[src/rtl/cache_controller_nway_if.sv]
// Signal bundle between the requester/backing memory and cache_controller_nway.
// master = requester plus memory model, slave = the cache controller.
interface cache_controller_nway_if #(
    parameter int ADDR_W = 16,
    parameter int DATA_W = 8,
    parameter int CNT_W  = 16
);
    logic              req_valid;
    logic              opcode;
    logic [ADDR_W-1:0] addr;
    logic [DATA_W-1:0] wdata;
    logic              req_ready;
    logic [DATA_W-1:0] rdata;
    logic              ready;
    logic              mem_req;
    logic              mem_we;
    logic [ADDR_W-1:0] mem_addr;
    logic [DATA_W-1:0] mem_wdata;
    logic [DATA_W-1:0] mem_rdata;
    logic              mem_ack;
    logic [CNT_W-1:0]  hit_cnt;
    logic [CNT_W-1:0]  miss_cnt;

    modport master (
        output req_valid, opcode, addr, wdata, mem_rdata, mem_ack,
        input  req_ready, rdata, ready, mem_req, mem_we, mem_addr, mem_wdata,
               hit_cnt, miss_cnt
    );

    modport slave (
        input  req_valid, opcode, addr, wdata, mem_rdata, mem_ack,
        output req_ready, rdata, ready, mem_req, mem_we, mem_addr, mem_wdata,
               hit_cnt, miss_cnt
    );
endinterface

[src/rtl/cache_controller_nway.sv]
// N-way set-associative write-back/write-allocate cache controller with
// true-LRU age replacement and saturating hit/miss statistics.
module cache_controller_nway #(
    parameter int ADDR_W = 16,
    parameter int DATA_W = 8,
    parameter int WAYS   = 4,
    parameter int SETS   = 16,
    parameter int CNT_W  = 16
) (
    input logic                    clk,
    input logic                    rst_b,
    cache_controller_nway_if.slave bus
);
    localparam int IDX_W = $clog2(SETS);
    localparam int TAG_W = ADDR_W - IDX_W;
    localparam int WAY_W = $clog2(WAYS);
    localparam logic [WAY_W-1:0] AGE_MAX = WAY_W'(WAYS - 1);
    localparam logic [CNT_W-1:0] CNT_MAX = '1;

    localparam logic [1:0] S_IDLE      = 2'd0;
    localparam logic [1:0] S_LOOKUP    = 2'd1;
    localparam logic [1:0] S_WRITEBACK = 2'd2;
    localparam logic [1:0] S_REFILL    = 2'd3;

    logic [1:0]        r_state;
    logic              r_op;
    logic [ADDR_W-1:0] r_addr;
    logic [DATA_W-1:0] r_wdata;
    logic [WAY_W-1:0]  r_victim;
    logic              r_ready;
    logic [DATA_W-1:0] r_rdata;
    logic              r_mem_req;
    logic              r_mem_we;
    logic [ADDR_W-1:0] r_mem_addr;
    logic [DATA_W-1:0] r_mem_wdata;
    logic [CNT_W-1:0]  r_hit_cnt;
    logic [CNT_W-1:0]  r_miss_cnt;

    logic [WAYS-1:0]   r_valid [SETS];
    logic [WAYS-1:0]   r_dirty [SETS];
    logic [TAG_W-1:0]  r_tag   [SETS][WAYS];
    logic [DATA_W-1:0] r_data  [SETS][WAYS];
    logic [WAY_W-1:0]  r_age   [SETS][WAYS];

    logic [IDX_W-1:0]  w_idx;
    logic [TAG_W-1:0]  w_tag;
    logic              w_hit;
    logic [WAY_W-1:0]  w_hit_way;
    logic              w_has_inv;
    logic [WAY_W-1:0]  w_inv_way;
    logic [WAY_W-1:0]  w_old_way;
    logic [WAY_W-1:0]  w_victim;
    logic              w_victim_dirty;
    logic              w_lookup;
    logic              w_refill_done;
    logic              w_touch;
    logic [WAY_W-1:0]  w_touch_way;

    assign w_idx = r_addr[IDX_W-1:0];
    assign w_tag = r_addr[ADDR_W-1:IDX_W];

    // NOTE: every output gets a default first so no latch is inferred.
    always_comb begin
        w_hit     = 1'b0;
        w_hit_way = '0;
        w_has_inv = 1'b0;
        w_inv_way = '0;
        w_old_way = '0;
        // Scanning downwards leaves the lowest-index invalid way selected.
        for (int w = WAYS - 1; w >= 0; w--) begin
            if (r_valid[w_idx][w] && (r_tag[w_idx][w] == w_tag)) begin
                w_hit     = 1'b1;
                w_hit_way = WAY_W'(w);
            end
            if (!r_valid[w_idx][w]) begin
                w_has_inv = 1'b1;
                w_inv_way = WAY_W'(w);
            end
            if (r_age[w_idx][w] == AGE_MAX) begin
                w_old_way = WAY_W'(w);
            end
        end
        w_victim = w_has_inv ? w_inv_way : w_old_way;
    end

    assign w_victim_dirty = r_valid[w_idx][w_victim] & r_dirty[w_idx][w_victim];
    assign w_lookup       = (r_state == S_LOOKUP);
    assign w_refill_done  = (r_state == S_REFILL) && bus.mem_ack;
    assign w_touch        = (w_lookup && w_hit) || w_refill_done;
    assign w_touch_way    = w_lookup ? w_hit_way : r_victim;

    always_ff @(posedge clk or negedge rst_b) begin
        if (!rst_b) begin
            r_state     <= S_IDLE;
            r_op        <= 1'b0;
            r_addr      <= '0;
            r_wdata     <= '0;
            r_victim    <= '0;
            r_ready     <= 1'b0;
            r_rdata     <= '0;
            r_mem_req   <= 1'b0;
            r_mem_we    <= 1'b0;
            r_mem_addr  <= '0;
            r_mem_wdata <= '0;
            r_hit_cnt   <= '0;
            r_miss_cnt  <= '0;
        end else begin
            r_ready <= 1'b0;
            case (r_state)
                S_IDLE: begin
                    if (bus.req_valid) begin
                        r_op    <= bus.opcode;
                        r_addr  <= bus.addr;
                        r_wdata <= bus.wdata;
                        r_state <= S_LOOKUP;
                    end
                end
                S_LOOKUP: begin
                    if (w_hit) begin
                        if (!r_op) r_rdata <= r_data[w_idx][w_hit_way];
                        if (r_hit_cnt != CNT_MAX) r_hit_cnt <= r_hit_cnt + CNT_W'(1);
                        r_ready <= 1'b1;
                        r_state <= S_IDLE;
                    end else begin
                        if (r_miss_cnt != CNT_MAX) r_miss_cnt <= r_miss_cnt + CNT_W'(1);
                        r_victim  <= w_victim;
                        r_mem_req <= 1'b1;
                        if (w_victim_dirty) begin
                            r_mem_we    <= 1'b1;
                            r_mem_addr  <= {r_tag[w_idx][w_victim], w_idx};
                            r_mem_wdata <= r_data[w_idx][w_victim];
                            r_state     <= S_WRITEBACK;
                        end else begin
                            r_mem_we   <= 1'b0;
                            r_mem_addr <= r_addr;
                            r_state    <= S_REFILL;
                        end
                    end
                end
                S_WRITEBACK: begin
                    // mem_req stays high; only direction and address change.
                    if (bus.mem_ack) begin
                        r_mem_we   <= 1'b0;
                        r_mem_addr <= r_addr;
                        r_state    <= S_REFILL;
                    end
                end
                default: begin
                    if (bus.mem_ack) begin
                        if (!r_op) r_rdata <= bus.mem_rdata;
                        r_mem_req <= 1'b0;
                        r_ready   <= 1'b1;
                        r_state   <= S_IDLE;
                    end
                end
            endcase
        end
    end

    always_ff @(posedge clk or negedge rst_b) begin
        if (!rst_b) begin
            for (int s = 0; s < SETS; s++) begin
                r_valid[s] <= '0;
                r_dirty[s] <= '0;
            end
        end else if (w_lookup && w_hit && r_op) begin
            r_dirty[w_idx][w_hit_way] <= 1'b1;
        end else if (w_refill_done) begin
            r_valid[w_idx][r_victim] <= 1'b1;
            r_dirty[w_idx][r_victim] <= r_op;
        end
    end

    // NOTE: tag and data arrays carry no reset; the valid bits gate their use.
    always_ff @(posedge clk) begin
        if (w_lookup && w_hit && r_op) begin
            r_data[w_idx][w_hit_way] <= r_wdata;
        end else if (w_refill_done) begin
            r_tag[w_idx][r_victim]  <= w_tag;
            r_data[w_idx][r_victim] <= r_op ? r_wdata : bus.mem_rdata;
        end
    end

    // NOTE: non-blocking updates mean every comparison sees the pre-access ages.
    always_ff @(posedge clk or negedge rst_b) begin
        if (!rst_b) begin
            for (int s = 0; s < SETS; s++) begin
                for (int w = 0; w < WAYS; w++) begin
                    r_age[s][w] <= WAY_W'(w);
                end
            end
        end else if (w_touch) begin
            for (int w = 0; w < WAYS; w++) begin
                if (WAY_W'(w) == w_touch_way) begin
                    r_age[w_idx][w] <= '0;
                end else if (r_age[w_idx][w] < r_age[w_idx][w_touch_way]) begin
                    r_age[w_idx][w] <= r_age[w_idx][w] + WAY_W'(1);
                end
            end
        end
    end

    assign bus.req_ready = (r_state == S_IDLE);
    assign bus.ready     = r_ready;
    assign bus.rdata     = r_rdata;
    assign bus.mem_req   = r_mem_req;
    assign bus.mem_we    = r_mem_we;
    assign bus.mem_addr  = r_mem_addr;
    assign bus.mem_wdata = r_mem_wdata;
    assign bus.hit_cnt   = r_hit_cnt;
    assign bus.miss_cnt  = r_miss_cnt;
endmodule

[src/flat_wrapper.sv]
// flat-port wrapper written by rule: the top's interface ports become plain ports
module cache_controller_nway_flat 
#(
    parameter int ADDR_W = 16,
    parameter int DATA_W = 8,
    parameter int WAYS   = 4,
    parameter int SETS   = 16,
    parameter int CNT_W  = 16
)
  (clk, rst_b, bus_req_valid, bus_opcode, bus_addr, bus_wdata, bus_mem_rdata, bus_mem_ack, bus_req_ready, bus_rdata, bus_ready, bus_mem_req, bus_mem_we, bus_mem_addr, bus_mem_wdata, bus_hit_cnt, bus_miss_cnt);
  cache_controller_nway_if #(.ADDR_W(ADDR_W), .DATA_W(DATA_W), .CNT_W(CNT_W)) bus_i ();
  input logic clk;
  input logic rst_b;
  input wire logic [$bits(bus_i.req_valid)-1:0] bus_req_valid;
  input wire logic [$bits(bus_i.opcode)-1:0] bus_opcode;
  input wire logic [$bits(bus_i.addr)-1:0] bus_addr;
  input wire logic [$bits(bus_i.wdata)-1:0] bus_wdata;
  input wire logic [$bits(bus_i.mem_rdata)-1:0] bus_mem_rdata;
  input wire logic [$bits(bus_i.mem_ack)-1:0] bus_mem_ack;
  output wire logic [$bits(bus_i.req_ready)-1:0] bus_req_ready;
  output wire logic [$bits(bus_i.rdata)-1:0] bus_rdata;
  output wire logic [$bits(bus_i.ready)-1:0] bus_ready;
  output wire logic [$bits(bus_i.mem_req)-1:0] bus_mem_req;
  output wire logic [$bits(bus_i.mem_we)-1:0] bus_mem_we;
  output wire logic [$bits(bus_i.mem_addr)-1:0] bus_mem_addr;
  output wire logic [$bits(bus_i.mem_wdata)-1:0] bus_mem_wdata;
  output wire logic [$bits(bus_i.hit_cnt)-1:0] bus_hit_cnt;
  output wire logic [$bits(bus_i.miss_cnt)-1:0] bus_miss_cnt;
  assign bus_i.req_valid = bus_req_valid;
  assign bus_i.opcode = bus_opcode;
  assign bus_i.addr = bus_addr;
  assign bus_i.wdata = bus_wdata;
  assign bus_i.mem_rdata = bus_mem_rdata;
  assign bus_i.mem_ack = bus_mem_ack;
  assign bus_req_ready = bus_i.req_ready;
  assign bus_rdata = bus_i.rdata;
  assign bus_ready = bus_i.ready;
  assign bus_mem_req = bus_i.mem_req;
  assign bus_mem_we = bus_i.mem_we;
  assign bus_mem_addr = bus_i.mem_addr;
  assign bus_mem_wdata = bus_i.mem_wdata;
  assign bus_hit_cnt = bus_i.hit_cnt;
  assign bus_miss_cnt = bus_i.miss_cnt;
  cache_controller_nway #(.ADDR_W(ADDR_W), .DATA_W(DATA_W), .WAYS(WAYS), .SETS(SETS), .CNT_W(CNT_W)) u_core (.clk(clk), .rst_b(rst_b), .bus(bus_i));
endmodule
[config.mk]
export PLATFORM = sky130hd
export DESIGN_NAME = cache_controller_nway_flat
export DESIGN_NICKNAME = d
export VERILOG_FILES = /design/src/rtl/cache_controller_nway_if.sv /design/src/rtl/cache_controller_nway.sv /design/src/flat_wrapper.sv
export SDC_FILE = /design/constraint.sdc
export NUM_CORES = 2
export LEC_CHECK = 0
export CAP_MARGIN = 25
export CELL_PAD_IN_SITES_DETAIL_PLACEMENT = 0
export CELL_PAD_IN_SITES_GLOBAL_PLACEMENT = 1
export CORE_ASPECT_RATIO = 1.5
export CORE_MARGIN = 2
export CORE_UTILIZATION = 35
export CTS_BUF_LIST = sky130_fd_sc_hd__clkbuf_4 sky130_fd_sc_hd__clkbuf_8 sky130_fd_sc_hd__clkbuf_16
export DETAILED_ROUTE_END_ITERATION = 8
export PLACE_DENSITY_LB_ADDON = 0.1
export SYNTH_ARGS = -nofsm -noshare
export SYNTH_HDL_FRONTEND = slang
export SYNTH_SLANG_ARGS = --single-unit
export TNS_END_PERCENT = 5
[constraint.sdc]
create_clock -name clk -period 7.2 [get_ports clk]
set_input_delay 1.08 -clock clk [delete_from_list [all_inputs] [get_ports clk]]
set_output_delay 1.08 -clock clk [all_outputs]
set_load 0.05 [all_outputs]
== After elaboration in Yosys (flattened, before gate mapping) ==
Memories as Yosys holds them, arrays and structs flattened.
Index checks and enable logic that the tools add are counted.

* Add/sub/neg operators: 6
* Magnitude comparators: 17
* Equal/unequal tests: 20
* Multiplexer cells: 150
* Bitwise logic cells: 52
* Reductions and logical operators: 30

{| class="wikitable"
|+ Operators by type and width
! kind !! count
|-
| $mux W128 || 11
|-
| $and A128 B128 Y128 || 4
|-
| $bwmux W128 || 4
|-
| $not A128 Y128 || 4
|-
| $demux W8 S4 || 4
|-
| $mux W64 || 2
|-
| $or A64 B64 Y64 || 2
|-
| $mux W8 || 14
|-
| $bwmux W64 || 1
|-
| $mux W32 || 2
|-
| $mux W1 || 54
|-
| $eq A12 B12 Y1 || 4
|-
| $mux W16 || 3
|-
| $mux W48 || 1
|-
| $mux W2 || 21
|-
| $mux W12 || 3
|-
| $add A16 B1 Y16 const B || 2
|-
| $bmux W4 S4 || 2
|-
| $bmux W8 S2 || 2
|-
| $bmux W8 S4 || 1
|-
| $demux W4 S4 || 2
|-
| $demux W8 S2 || 2
|-
| $ne A16 B16 Y1 const B || 2
|-
| $or A1 B1 Y1 || 32
|-
| 38 further kinds || 96
|}

* Register bits after elaboration: 352
* RAM bits: 1,280
* Word-level logic and storage cells: 386
* Memories kept: 2

{| class="wikitable"
|+ Memory list
! memory !! depth !! bits a word !! rd ports !! clocked after memory_dff !! wr ports !! RTL line !! RTL
|-
| u_core.r_tag || 16 || 48 || 1 || 0 || 1 || cache_controller_nway.sv:41 || <nowiki>logic [TAG_W-1:0] r_tag [SETS][WAYS];</nowiki>
|-
| u_core.r_data || 16 || 32 || 1 || 0 || 1 || cache_controller_nway.sv:42 || <nowiki>logic [DATA_W-1:0] r_data [SETS][WAYS];</nowiki>
|}

== Depth between registers and ports, before layout ==
* Word-level depth: 29
* Gate-level depth with buffers: 25

== Worst setup path before layout ==
Ideal clock, no wire load.

* Kind: reg-to-reg
* From: register u_core.r_addr[0]
* To: register u_core.r_mem_wdata[2] (netlist: u_core.bus.mem_wdata[2])
* Library setup time: 0.125 ns
* Arrival time: 5.268 ns
* Setup slack: 1.807 ns
* Cell stages (with the launch flop): 21
* Path buffers: 11
* Clock period less this slack: 5.393 ns
* Cell sequence: dfrtp_1 -> buf_6 -> buf_6 -> buf_6 -> buf_2 -> buf_4 -> buf_4 -> buf_2 -> buf_4 -> mux4_2 -> mux4_2 -> ha_1 -> o21ai_0 -> nand2_1 -> a21oi_1 -> clkbuf_1 -> buf_1 -> buf_1 -> mux2i_1 -> a21oi_1 -> mux2_2

* Word-level cells in the longest chain between the ends: 14
* Elaborated cells between the ends (all ways): 52

{| class="wikitable"
|+ RTL lines
! what !! RTL line !! RTL
|-
| start, declared || cache_controller_nway.sv:27 || <nowiki>logic [ADDR_W-1:0] r_addr;</nowiki>
|-
| start signal, assigned || cache_controller_nway.sv:113 || <nowiki>r_addr <= bus.addr;</nowiki>
|-
| $not A4 Y5 (not written as such) || - ||
|-
| $bmux W8 S4 || cache_controller_nway.sv:79 || <nowiki>if (r_age[w_idx][w] == AGE_MAX) begin</nowiki>
|-
| $mux W8 (not written as such) (2 in series) || cache_controller_nway.sv:79 ||
|-
| $eq A2 B2 Y1 || cache_controller_nway.sv:79 ||
|-
| $mux W2 (4 in series) || cache_controller_nway.sv:79 ||
|-
| $mux W2 || cache_controller_nway.sv:83 || <nowiki>w_victim = w_has_inv ? w_inv_way : w_old_way;</nowiki>
|-
| $bmux W1 S2 or $not A2 Y3 (tied branches) || cache_controller_nway.sv:86, cache_controller_nway.sv:131 ||
|-
| $mux W1 (not written as such) or $bmux W8 S2 (tied branches) || cache_controller_nway.sv:86, cache_controller_nway.sv:131 ||
|-
| $and A1 B1 Y1 or $mux W8 (tied branches) || cache_controller_nway.sv:86, cache_controller_nway.sv:131 ||
|-
| $reduce_and A3 Y1 (no line) or $mux W8 (tied branches) || - ||
|-
| end signal, assigned || cache_controller_nway.sv:131 || <nowiki>r_mem_wdata <= r_data[w_idx][w_victim];</nowiki>
|-
| end, declared || cache_controller_nway.sv:35 || <nowiki>logic [DATA_W-1:0] r_mem_wdata;</nowiki>
|}

Several ways; a longest one is shown, not always the timed one. The select of a mux whose other input is x is not followed.
A chain may end at the register's enable or synchronous reset.

== Final worst setup path ==
* From: register u_core.r_addr[1]
* To: register u_core.r_mem_addr[4] (netlist: u_core.bus.mem_addr[4])

* Word-level cells in the longest chain between the ends: 17
* Elaborated cells between the ends (all ways): 54

{| class="wikitable"
|+ RTL lines
! what !! RTL line !! RTL
|-
| $not A4 Y5 (not written as such) || - ||
|-
| $bmux W8 S4 || cache_controller_nway.sv:79 ||
|-
| $mux W8 (not written as such) (2 in series) || cache_controller_nway.sv:79 ||
|-
| $eq A2 B2 Y1 || cache_controller_nway.sv:79 ||
|-
| $mux W2 (4 in series) || cache_controller_nway.sv:79 ||
|-
| $mux W2 || cache_controller_nway.sv:83 ||
|-
| $not A2 Y3 (not written as such) || cache_controller_nway.sv:130 || <nowiki>r_mem_addr <= {r_tag[w_idx][w_victim], w_idx};</nowiki>
|-
| $bmux W12 S2 || cache_controller_nway.sv:130 ||
|-
| $mux W12 (not written as such) (2 in series) || cache_controller_nway.sv:130 ||
|-
| $mux W16 || cache_controller_nway.sv:128 || <nowiki>if (w_victim_dirty) begin</nowiki>
|-
| $mux W16 || cache_controller_nway.sv:119 || <nowiki>if (w_hit) begin</nowiki>
|-
| $pmux W16 S2 || cache_controller_nway.sv:109 || <nowiki>case (r_state)</nowiki>
|-
| end signal, assigned || cache_controller_nway.sv:130 ||
|-
| end signal, assigned || cache_controller_nway.sv:135 || <nowiki>r_mem_addr <= r_addr;</nowiki>
|-
| end signal, assigned || cache_controller_nway.sv:144 || <nowiki>r_mem_addr <= r_addr;</nowiki>
|-
| end, declared || cache_controller_nway.sv:34 || <nowiki>logic [ADDR_W-1:0] r_mem_addr;</nowiki>
|}

Several ways; a longest one is shown, not always the timed one. The select of a mux whose other input is x is not followed.

==> results.yml <==
drt:
  wl_met1_um: 84300
  met3WireLength_um: 8110
  routed-wl-met2_um: 116000
  drt_wl_total_um: 215000
  via_count: 37400
  top_layer: "met5"
  drtPass1Iterations: 6
  antenna_left: 0
  post_drt_via_cell_ratio: 5.36
  first_iter_violations: 2592
  wl_per_cell_um: 30.9
  drc: 0
logic_synthesis:
  synth_top_area_cell: "edfxtp_1"
  ys_ff_latch: 1632
  synthFlopType: "edfxtp_1"
  synthArstFlopShare_pct: 21.6
  synth_nets: 3985
  ys_types: 94
  synthTopCellsByArea: "edfxtp_1 (56%), mux4_2 (13%), dfrtp_1 (10%)"
  synth_top_area_share_pct: 55.9
  synth_edf_count: 1280
  synth_cells: 3942
  yosysWarnings: 0
  synth.avg_cell_area_um2: 17.5
  ys_seq_area_share_pct: 68.8
  netlist_area_mm2: 0.0688
setup_path:
  path_class: "flip-flop to flip-flop"
  arrival_ps: 7240
  crit_fanout: 57
  worst_ep_required_time_ps: 7900
  end_kind: "flip-flop"
  cp-start-kind: "flip-flop"
final_layout:
  final_cell_area_mm2: 0.0798
  layout-area-overhead-vs-synth_pct: 15.9
  final_common_cell: "edfxtp_1"
  fin_nets: 4275
  mostFrequentLayoutCells: "edfxtp_1 (1,280), mux4_2 (402), dfrtp_1 (272), buf_4 (233), nor2_1 (228)"
  layout-drive-gt1-share_pct: 28.7
timing:
  worst_slew_pin_slew_ps: 1060
  finalSetupViolCount: 0
  rsz0062_at_grt: "no"
  period_minus_slack_ps: 6550
  fmax_ghz: 0.153
  relSlewSlack_pct: 29.1
  skew_ps: 58.8
  slew_violations: 0
  post-route-period-util_pct: 90.9
  fin_tns_setup_ps: 0
  final_hold_viol_count: 0
die:
  start_util_pct: 35.2
  die-width_um: 366
  core_area_mm2: 0.196
  dieArea_mm2: 0.200
  num_io_pins: 105
  die-height_um: 547
  row_count: 199
global_routing:
  grt_pass1_wl_um: 307000
  grt_pass1_vias: 39900
  grt_start_max_net_pins: 102
  antenna_found_initial: 6
  overflow: 0
  grt_use_total_pct: 21.4
placed_design:
  port_buffers: 104
  hpwl_um: 144000
  gp_congestion: 0.832
  dpl-instance-area_mm2: 0.0739
status:
  status: "completed"
clocking:
  tritoncts: "done"
  post_cts_buffers: 0
  htreeDepth: 4
  cts_num_sinks: 1632
  cts_hold_buffers: 0
  worstSkewPairLatency_ps: 840
  clk_pin_slew_ps: 60
  numCtsBuffers: 174
  clock_tree.buffer_depth: 4
  cts_resized: 0
  root_buffer: "clkbuf_16"
power:
  power_density_mw_per_mm2: 442
  p_leak_nw: 27.5
  total_power_w: 0.0353
  vdd_ir_drop_max_mv: 0.276
flow_run:
  max_cap_viol_count: 0
hold_path:
  worstHoldPathType: "primary input to async pin"
[report_power, final]
group	switching, W	internal (W)	leakage, nW
Clock	0.00380	0.00549	2.89
Sequential	0.00100	0.0120	16.1
Combinational	0.00821	0.00477	8.59
Total	0.0130	0.0223	27.5
[metrics by stage]
stage / hold slack [ps] / setup WS, ps / util, % / instances
6_report: 233 / 654 / 40.8 / 6978
5_1_grt: 239 / 288 / 40.8 / 6978
4_1_cts: 212 / 608 / 40.7 / 6976
3_5_place_dp: 447 / 604 / 37.8 / 6668
3_3_place_gp: 447 / 550 / 37.8 / 6667
2_1_floorplan: 434 / 1810 / - / 3942
[cell type report]
type / instances / area [um^2]
fillers: 17800 / 116000
clock inverters: 93 / 1080
clock buffers: 215 / 4730
diodes: 1 / 2.50
flip-flops and latches: 1632 / 47400
inverters: 49 / 186
well taps: 2613 / 3270
repair buffers: 355 / 3150
multi-input cells: 2020 / 20000
[routing by layer]
| layer | track usage [%] | up-vias |
|---|---|---|
| met1 | 25.8 | 20000 |
| met4 | 7.00 | 2 |
| met5 | 0 | - |
| li1 | - | 16200 |
| met3 | 2.57 | 333 |
| met2 | 39.5 | 891 |
[Yosys cell counts, types with 10 or more instances]
cell type and n:
nor3_1 12, a22o_1 53, o21ai_0 192, mux2_2 119, a21oi_1 91, inv_1 45, mux4_2 402, o2bb2ai_1 18
a31oi_1 11, and2_1 28, buf_2 58, o22ai_1 12, nor2b_1 13, clkbuf_1 101, o21ai_1 15, nand4_1 23
nor2_1 231, xor2_1 20, xnor2_1 74, edfxtp_1 1280, dfstp_2 64, mux2i_1 182, mux2_1 11, buf_1 22
buf_6 34, or2_2 65, nand2_1 182, a211oi_1 24, nand3_1 43, o211ai_1 20, nand2b_1 10, a22oi_1 43
buf_4 24, dfrtp_1 288, and3_1 18
[critical path, cell delays in order (launching register included)]
cell       delay (ps)
dfrtp_4          1080
buf_12            450
mux4_2            390
mux4_2            660
ha_1              290
inv_1              60
a21oi_1            60
o21ai_0           160
nand2_1           130
a21oi_4           780
mux2_2            410
o2111ai_1         420
a21o_1            830
a21oi_1           280
mux2_2            330
[flip-flops by register name, indices dropped and copies added (netlist names)]
name and flops:
u_core.r_dirty 64, u_core.r_addr 16, u_core.r_state 2, u_core.bus.rdata 8, u_core.bus.mem_wdata 8, u_core.bus.mem_we 1
u_core.r_victim 2, u_core.bus.mem_req 1, u_core.r_op 1, u_core.r_wdata 8, u_core.bus.miss_cnt 16, u_core.r_tag 768
u_core.r_valid 64, u_core.bus.mem_addr 16, u_core.r_data 512, u_core.bus.ready 1, u_core.bus.hit_cnt 16, u_core.r_age 128
[worst paths after layout]
check	startpoint	end	slack, ps	depth (start not counted)
worst max-delay path	u_core.r_addr[1]$_DFFE_PN0P_	u_core.bus.mem_addr[4]$_DFFE_PN0P_	650	14
worst min-delay path	rst_b	u_core.r_valid[26]$_DFFE_PN0N_	230	1
worst max register to register	u_core.r_addr[1]$_DFFE_PN0P_	u_core.bus.mem_addr[4]$_DFFE_PN0P_	650	14
worst min register to register	u_core.r_valid[7]$_DFFE_PN0N_	u_core.r_valid[7]$_DFFE_PN0N_	460	1
max in group asynchronous	rst_b	u_core.r_addr[0]$_DFFE_PN0P_	5520	2
min in group clk	u_core.r_valid[7]$_DFFE_PN0N_	u_core.r_valid[7]$_DFFE_PN0N_	460	1
[kinds of logic after synthesis]
logic type               Yosys count  share of synthesized area, %
AO/OA/AOI/OAI                    545                          5.18
adder cells (fa/ha/maj)            8                         0.142
buffers and inverters            290                          2.21
flip-flops                      1632                          68.8
AND/OR/NAND/NOR                  657                          4.49
multiplexers                     716                          18.0
XOR/XNOR                          94                          1.20
Note: power is estimated with default switching activity, not from simulation.
